$ cat config.mk
export PLATFORM = sky130hd
export DESIGN_NAME = sr_scan
export DESIGN_NICKNAME = d
export VERILOG_FILES = /design/src/rtl/sr_pkg.sv /design/src/rtl/sync2.sv /design/src/rtl/sr_scan.sv
export SDC_FILE = /design/constraint.sdc
export NUM_CORES = 1
export LEC_CHECK = 0
export ABC_AREA = 1
export BUFFER_PORTS_ARGS = -buffer_cell sky130_fd_sc_hd__buf_2
export CORE_ASPECT_RATIO = 0.6
export CORE_MARGIN = 5
export CORE_UTILIZATION = 45
export CTS_BUF_LIST = sky130_fd_sc_hd__clkbuf_16
export CTS_CLUSTER_DIAMETER = 150
export CTS_CLUSTER_SIZE = 24
export DETAILED_ROUTE_END_ITERATION = 16
export PLACE_DENSITY = 0.62
export SLEW_MARGIN = 40
export SYNTH_ARGS = -nofsm -noshare
export SYNTH_HDL_FRONTEND = slang
export SYNTH_SLANG_ARGS = --single-unit
$ cat constraint.sdc
create_clock -name clk -period 4.1 [get_ports clk]
set_input_delay 0.615 -clock clk [delete_from_list [all_inputs] [get_ports clk]]
set_output_delay 0.615 -clock clk [all_outputs]
set_load 0.05 [all_outputs]
$ cat src/rtl/sr_pkg.sv
// sr_pkg: shared width and FSM state type for the switch-register scanner
package sr_pkg;
  localparam int SR_WIDTH = 16;
  typedef enum logic [2:0] {IDLE, LOAD, SHIFT_LO, SHIFT_HI, COMPARE} sr_scan_state_t;
endpackage

$ cat src/rtl/sync2.sv
// sync2: two-flop synchronizer (clk, reset_n async active-low, d async in, q synchronized out)
module sync2 (
  input  logic clk,
  input  logic reset_n,
  input  logic d,
  output logic q
);
  logic meta;
  always_ff @(posedge clk or negedge reset_n)
    if (!reset_n) {q, meta} <= 2'b00;
    else {q, meta} <= {meta, d};
endmodule

$ cat src/rtl/sr_scan.sv
// sr_scan: scans a 74HC165 switch chain, debounces full scans, holds result (clk, reset_n, enable, sw_load_n, sw_sclk, sw_sdata, switches, scan_done)
module sr_scan
  import sr_pkg::*;
#(
  parameter int CLK_DIV        = 8,
  parameter int DEBOUNCE_SCANS = 4
) (
  input  logic                clk,
  input  logic                reset_n,
  input  logic                enable,
  output logic                sw_load_n,
  output logic                sw_sclk,
  input  logic                sw_sdata,
  output logic [SR_WIDTH-1:0] switches,
  output logic                scan_done
);
  localparam int DW = $clog2(CLK_DIV);
  localparam int MW = $clog2(DEBOUNCE_SCANS);
  sr_scan_state_t state, state_nxt;
  logic [DW-1:0]       div;
  logic [3:0]          bit_idx;
  logic [SR_WIDTH-1:0] scan, prev;
  logic [MW-1:0]       match_cnt;
  logic                sdata_s, div_end, timed;
  sync2 u_sync (.clk(clk), .reset_n(reset_n), .d(sw_sdata), .q(sdata_s));
  assign div_end = div == DW'(CLK_DIV - 1);
  assign timed   = state == LOAD || state == SHIFT_LO || state == SHIFT_HI;
  always_comb begin
    state_nxt = state;
    sw_load_n = state != LOAD;
    sw_sclk   = state == SHIFT_HI;
    scan_done = state == COMPARE;
    case (state)
      IDLE:     state_nxt = enable ? LOAD : IDLE;
      LOAD:     state_nxt = div_end ? SHIFT_LO : LOAD;
      SHIFT_LO: state_nxt = div_end ? SHIFT_HI : SHIFT_LO;
      SHIFT_HI: state_nxt = !div_end ? SHIFT_HI : (bit_idx == 4'd0 ? COMPARE : SHIFT_LO);
      COMPARE:  state_nxt = enable ? LOAD : IDLE;
      default:  state_nxt = IDLE;
    endcase
  end
  always_ff @(posedge clk or negedge reset_n)
    if (!reset_n) begin
      state     <= IDLE;
      div       <= '0;
      bit_idx   <= 4'd15;
      scan      <= '0;
      prev      <= '0;
      match_cnt <= '0;
      switches  <= '0;
    end else begin
      state <= state_nxt;
      div   <= (timed && !div_end) ? div + 1'b1 : '0;
      if (state == LOAD) bit_idx <= 4'd15;
      else if (state == SHIFT_HI && div_end && bit_idx != 4'd0) bit_idx <= bit_idx - 4'd1;
      // sample at the end of the low phase, well after the last rising sclk has settled through sync2
      if (state == SHIFT_LO && div_end) scan[bit_idx] <= sdata_s;
      if (state == COMPARE) begin
        if (scan == prev) begin
          if (match_cnt != MW'(DEBOUNCE_SCANS - 1)) match_cnt <= match_cnt + 1'b1;
          // this match brings (or keeps) the run at DEBOUNCE_SCANS identical scans
          if (match_cnt >= MW'(DEBOUNCE_SCANS - 2)) switches <= scan;
        end else begin
          prev      <= scan;
          match_cnt <= '0;
        end
      end
    end
endmodule
# Word level (Yosys, flattened, before mapping)
# Index checks and enable logic that the tools add are counted.
word_totals:
  reg_bits: 62
  latch_bits: 0
  mem_bits_rw: 0
  mem_bits_ro: 0
  input_bits: 4
  out_inout_bits: 19
  wordCells: 55
  n_memories: 0
op_classes:
  addsub: 3
  mul: 0
  n_div: 0
  n_lt_le_gt_ge: 3
  n_eq_ne: 9
  n_shift: 0
  n_mux: 14
  n_bitwise: 1
  reduce_logical: 16
op_table:
  columns: ["cell", "n"]
  rows:
  - ["$bwmux 16", 1]
  - ["$eq 16x16->1", 1]
  - ["$pmux 3 s4", 1]
  - ["$mux 3", 3]
  - ["$mux 4", 2]
  - ["$eq 3x2->1 const B", 2]
  - ["$eq 3x3->1 const B", 2]
  - ["$mux 2", 3]
  - ["$logic_and 1x1->1", 5]
  - ["$lt 4x5->1 const B", 1]
  - ["$demux 1 s4", 1]
  - ["$ge 4x1->1 const B", 1]
  - ["$logic_not 4->1", 1]
  - ["$reduce_and 2->1", 2]
  - ["$reduce_bool 4->1", 1]
  - ["$sub 4x1->4 const B", 1]
  - ["$add 3x1->3 const B", 1]
  - ["$eq 3x1->1 const B", 1]
  - ["$logic_not 3->1", 1]
  - ["$mux 1", 3]
  - ["$ne 3x1->1 const B", 1]
  - ["$reduce_and 3->1", 1]
  - ["$add 2x1->2 const B", 1]
  - ["$ge 2x2->1 const B", 1]
  - ["7 further kinds", 8]

# Longest topological paths before layout
depth:
  ltp_word: 5
  ltp_mapped: 11

# Modules after synthesis
# A second synthesis with hierarchy kept.
unflattened:
  hier_cells: 372
  hier_area_um2: 3024.2
modules_own_cells:
  columns: ["module", "instances", "cells_each", "area_each_um2"]
  rows:
  - ["sr_scan", 1, 370, 2974.1]
  - ["sync2", 1, 2, 50.0]

# Least setup slack after synthesis
# Ideal clock, no wire load.
synth_path:
  path_type: "register to output"
  from: "register state[1]"
  to: "output port scan_done"
  arrival_ps: 1448
  required_time_ps: 3485
  setup_slack_ps: 2037
  path_stages_with_launch: 5
  path_buffers: 1
  cell_sequence: "dfrtp_1 nor2_1 nand2_1 inv_2 buf_1"
synth_via:
  elab_chain_len: 1
synth_rtl:
  columns: ["item", "line_no", "text"]
  rows:
  - ["from (decl)", "sr_scan.sv:19", "sr_scan_state_t state, state_nxt;"]
  - ["from (signal assigned)", "sr_scan.sv:52", "state <= state_nxt;"]
  - ["$eq 3x3->1", "sr_scan.sv:32", "scan_done = state == COMPARE;"]
  - ["to (decl)", "sr_scan.sv:15", "output logic scan_done"]
# No other way between the ends.

# Worst setup path in the final report
# Same ends and word-level chain as after synthesis.

==> flow_summary.yaml <==
status:
  status: "completed"
clocking:
  ctsResizeCount: 0
  cts_inserted_buffers: 9
  cts_sinks: 62
  cts_tree: "done"
  ctsLongestPathBuffers: 2
  cts-root-buf: "clkbuf_16"
  htree_num_levels: 3
  cts_setup_buffers: 0
  path_clk_slew_ps: 50
  holdBufCountCts: 0
  clk_latency_ps: 340
yosys:
  seq_area_frac_synth_pct: 51.5
  synthMuxAreaShare_pct: 0
  synth_area_per_cell_um2: 8.13
  synth_xor_area_share_pct: 0.579
  ys_async_sr_fraction_pct: 100
  synth-adder-area-share_pct: 3.72
  ys_types: 25
  synth-compound-area-share_pct: 7.16
  ys_seq_elements: 62
  ys.flop_type: "dfrtp_1"
  synth_cells: 372
  yosys.area_share.simple_pct: 29.5
  synth-edff-count: 0
  syn-num-nets: 385
  synth_area_mm2: 0.00302
  synth_top_family_by_area: "simple AND/OR/NAND/NOR gates"
  yosysWarnings: 0
power:
  switching_share_pct: 20.6
  p_comb_share_pct: 2.2
  p_int_mw: 1.14
  switchingPower_mw: 0.297
  clock_power_share_pct: 54.8
  p_leak_nw: 1.88
  peakVddDrop_mv: 0.300
  power_frac_seq_pct: 43.0
  total_power_mw: 1.44
  p_per_area_mw_per_mm2: 409
detailed_routing:
  vias_per_cell: 5.12
  drt-total-wl_mm: 7.05
  ant_nets: 0
  vias: 2515
  dr.pass1.iters: 4
  drt_iter0_drc: 133
  routedWlPerCell_um: 14.4
  drc_errors: 0
global_route:
  grt_start_max_net_pins: 38
  grt_pass1_wl_mm: 12.0
  antenna_found_initial: 0
  grtUsageTotal_pct: 18.6
  first_global_vias: 2388
  grt-ovfl-total: 0
final_layout:
  mostFrequentLayoutCells: "nand2_1 (122), dfrtp_1 (58), inv_1 (38), nor2_1 (31), nand3_1 (25)"
  final_common_cell: "nand2_1"
  area_growth_pct: 16.3
  nNetsFinal: 412
  layout-drive-gt1-share_pct: 14.4
  diodes: 0
timing:
  slew_viol_final: 0
  fin_ws_ps: 1790
  fin_setup_tns_ps: 0
  rsz0062_at_grt: "no"
  skew_ps: 5.84
  worst_pin_slew_ps: 559
  period_minus_slack_ps: 2310
  setup_violations: 0
  max_freq_ghz: 0.434
  finalCritPeriodShare_pct: 56.2
  finalHoldViolations: 0
  relSlewSlack_pct: 62.7
floorplanning:
  coreArea_mm2: 0.00659
  placementRows: 23
  pin_count: 23
  die_area_mm2: 0.00851
  start_util_pct: 45.9
  die_w_um: 116
  die_y_um: 73.5
critical_path:
  worst-setup-path-type: "reg2out"
  worstPathRequired_ps: 3480
  slowest_stage: "dfrtp_1"
  critPathMaxStageDelay_ps: 410
  critical_path_buf_inv_count: 2
  start_kind: "flip-flop"
  r2r_start: "scan[15]"
  reg2regPathDepth: 10
  r2r_end: "prev[7]"
  path_max_fanout: 19
  worst_ep_arrival_time_ps: 1690
  crit_chain: "nor2_1 > nand2_1 > inv_2 > buf_2"
  r2r_slack_ps: 2030
  crit_path_end_kind: "output port"
  cpLargestDelayFamily: "buffers and inverters"
placement:
  place.gp.congestion: 0.789
  port_buffers: 22
  dpl.hpwl_mm: 4.88
  place_ws_ps: 2020
flow_run:
  drv_cap: 0
worst_hold_path:
  min_path_type: "in2async"
[power by group through the flow]
stage                     sequential [mW]  combinational (mW)  clock [mW]
after detailed placement            0.629              0.0335           0
after CTS                           0.618              0.0333       0.803
after global routing                0.618              0.0374       0.832
after global placement              0.629              0.0318           0
final                               0.619              0.0321       0.789
after floorplan                     0.628              0.0155           0
[worst register-to-register path, stage by stage, from the launching register on]
cell	delay (ps)
dfrtp_1	470
inv_2	50
nand2_1	60
nand2_1	60
nor2_1	110
nand2_1	90
nor2_4	470
nand2_4	260
nand2_4	270
nand2_1	100
nand2_1	80
[sequential cells by signal (all words and copies together), names as in the netlist]
register,flops
prev,16
u_sync.q,1
u_sync.meta,1
bit_idx,4
div,3
state,3
scan,16
switches,16
match_cnt,2
[final cells by class]
type	instances	area (um^2)
clock inverter	7	80.1
inverter	48	180
clock buffer	9	225
timing repair buffer	24	128
multi-input combinational	254	1240
fill	616	3070
sequential	62	1560
tap	87	109
[synth_stat cells (4+ instances only)]
library cell,count,area (um^2)
nand2_1,122,458
dfrtp_1,58,1450
inv_1,37,139
nor2_1,31,116
nand3_1,25,125
nand4_1,17,106
a21oi_1,14,70.1
a31oi_1,12,75.1
inv_2,11,41.3
o21ai_0,11,55.1
ha_1,9,113
buf_2,4,20.0
dfstp_2,4,105
[logic make-up after synthesis]
family          Yosys count
xor+xnor                  2
flops                    62
simple gates            204
fa+ha+maj                 9
buf+inv                  56
compound gates           39
[stage by stage]
step	cells	area [um^2]	hold WS, ps	utilization, %
after global routing	491	3520	294	53.4
final	491	3520	239	53.4
after detailed placement	475	3210	336	48.7
after CTS	491	3520	255	53.4
after global placement	475	3210	332	48.7
after floorplan	372	3020	319	-
[per-layer routing]
layer,vias up,wire length (um),global-route usage (%)
met5,-,0,0
met4,0,108,6.05
met3,9,338,6.09
met2,45,2990,27.0
met1,1208,3610,26.4
li1,1253,-,-
[worst max path at each step]
stage	start	end	slack [ps]	cells past startpoint
3_5_place_dp	scan[2]	prev[7]	2020	9
6_report	state[1]	scan_done	1790	4
4_1_cts	state[1]	scan_done	1770	4
3_3_place_gp	scan[9]	match_cnt[1]	2140	9
2_1_floorplan	state[1]	scan_done	2040	4
5_1_grt	state[1]	scan_done	1690	4
Note: power is estimated with default switching activity, not from simulation.
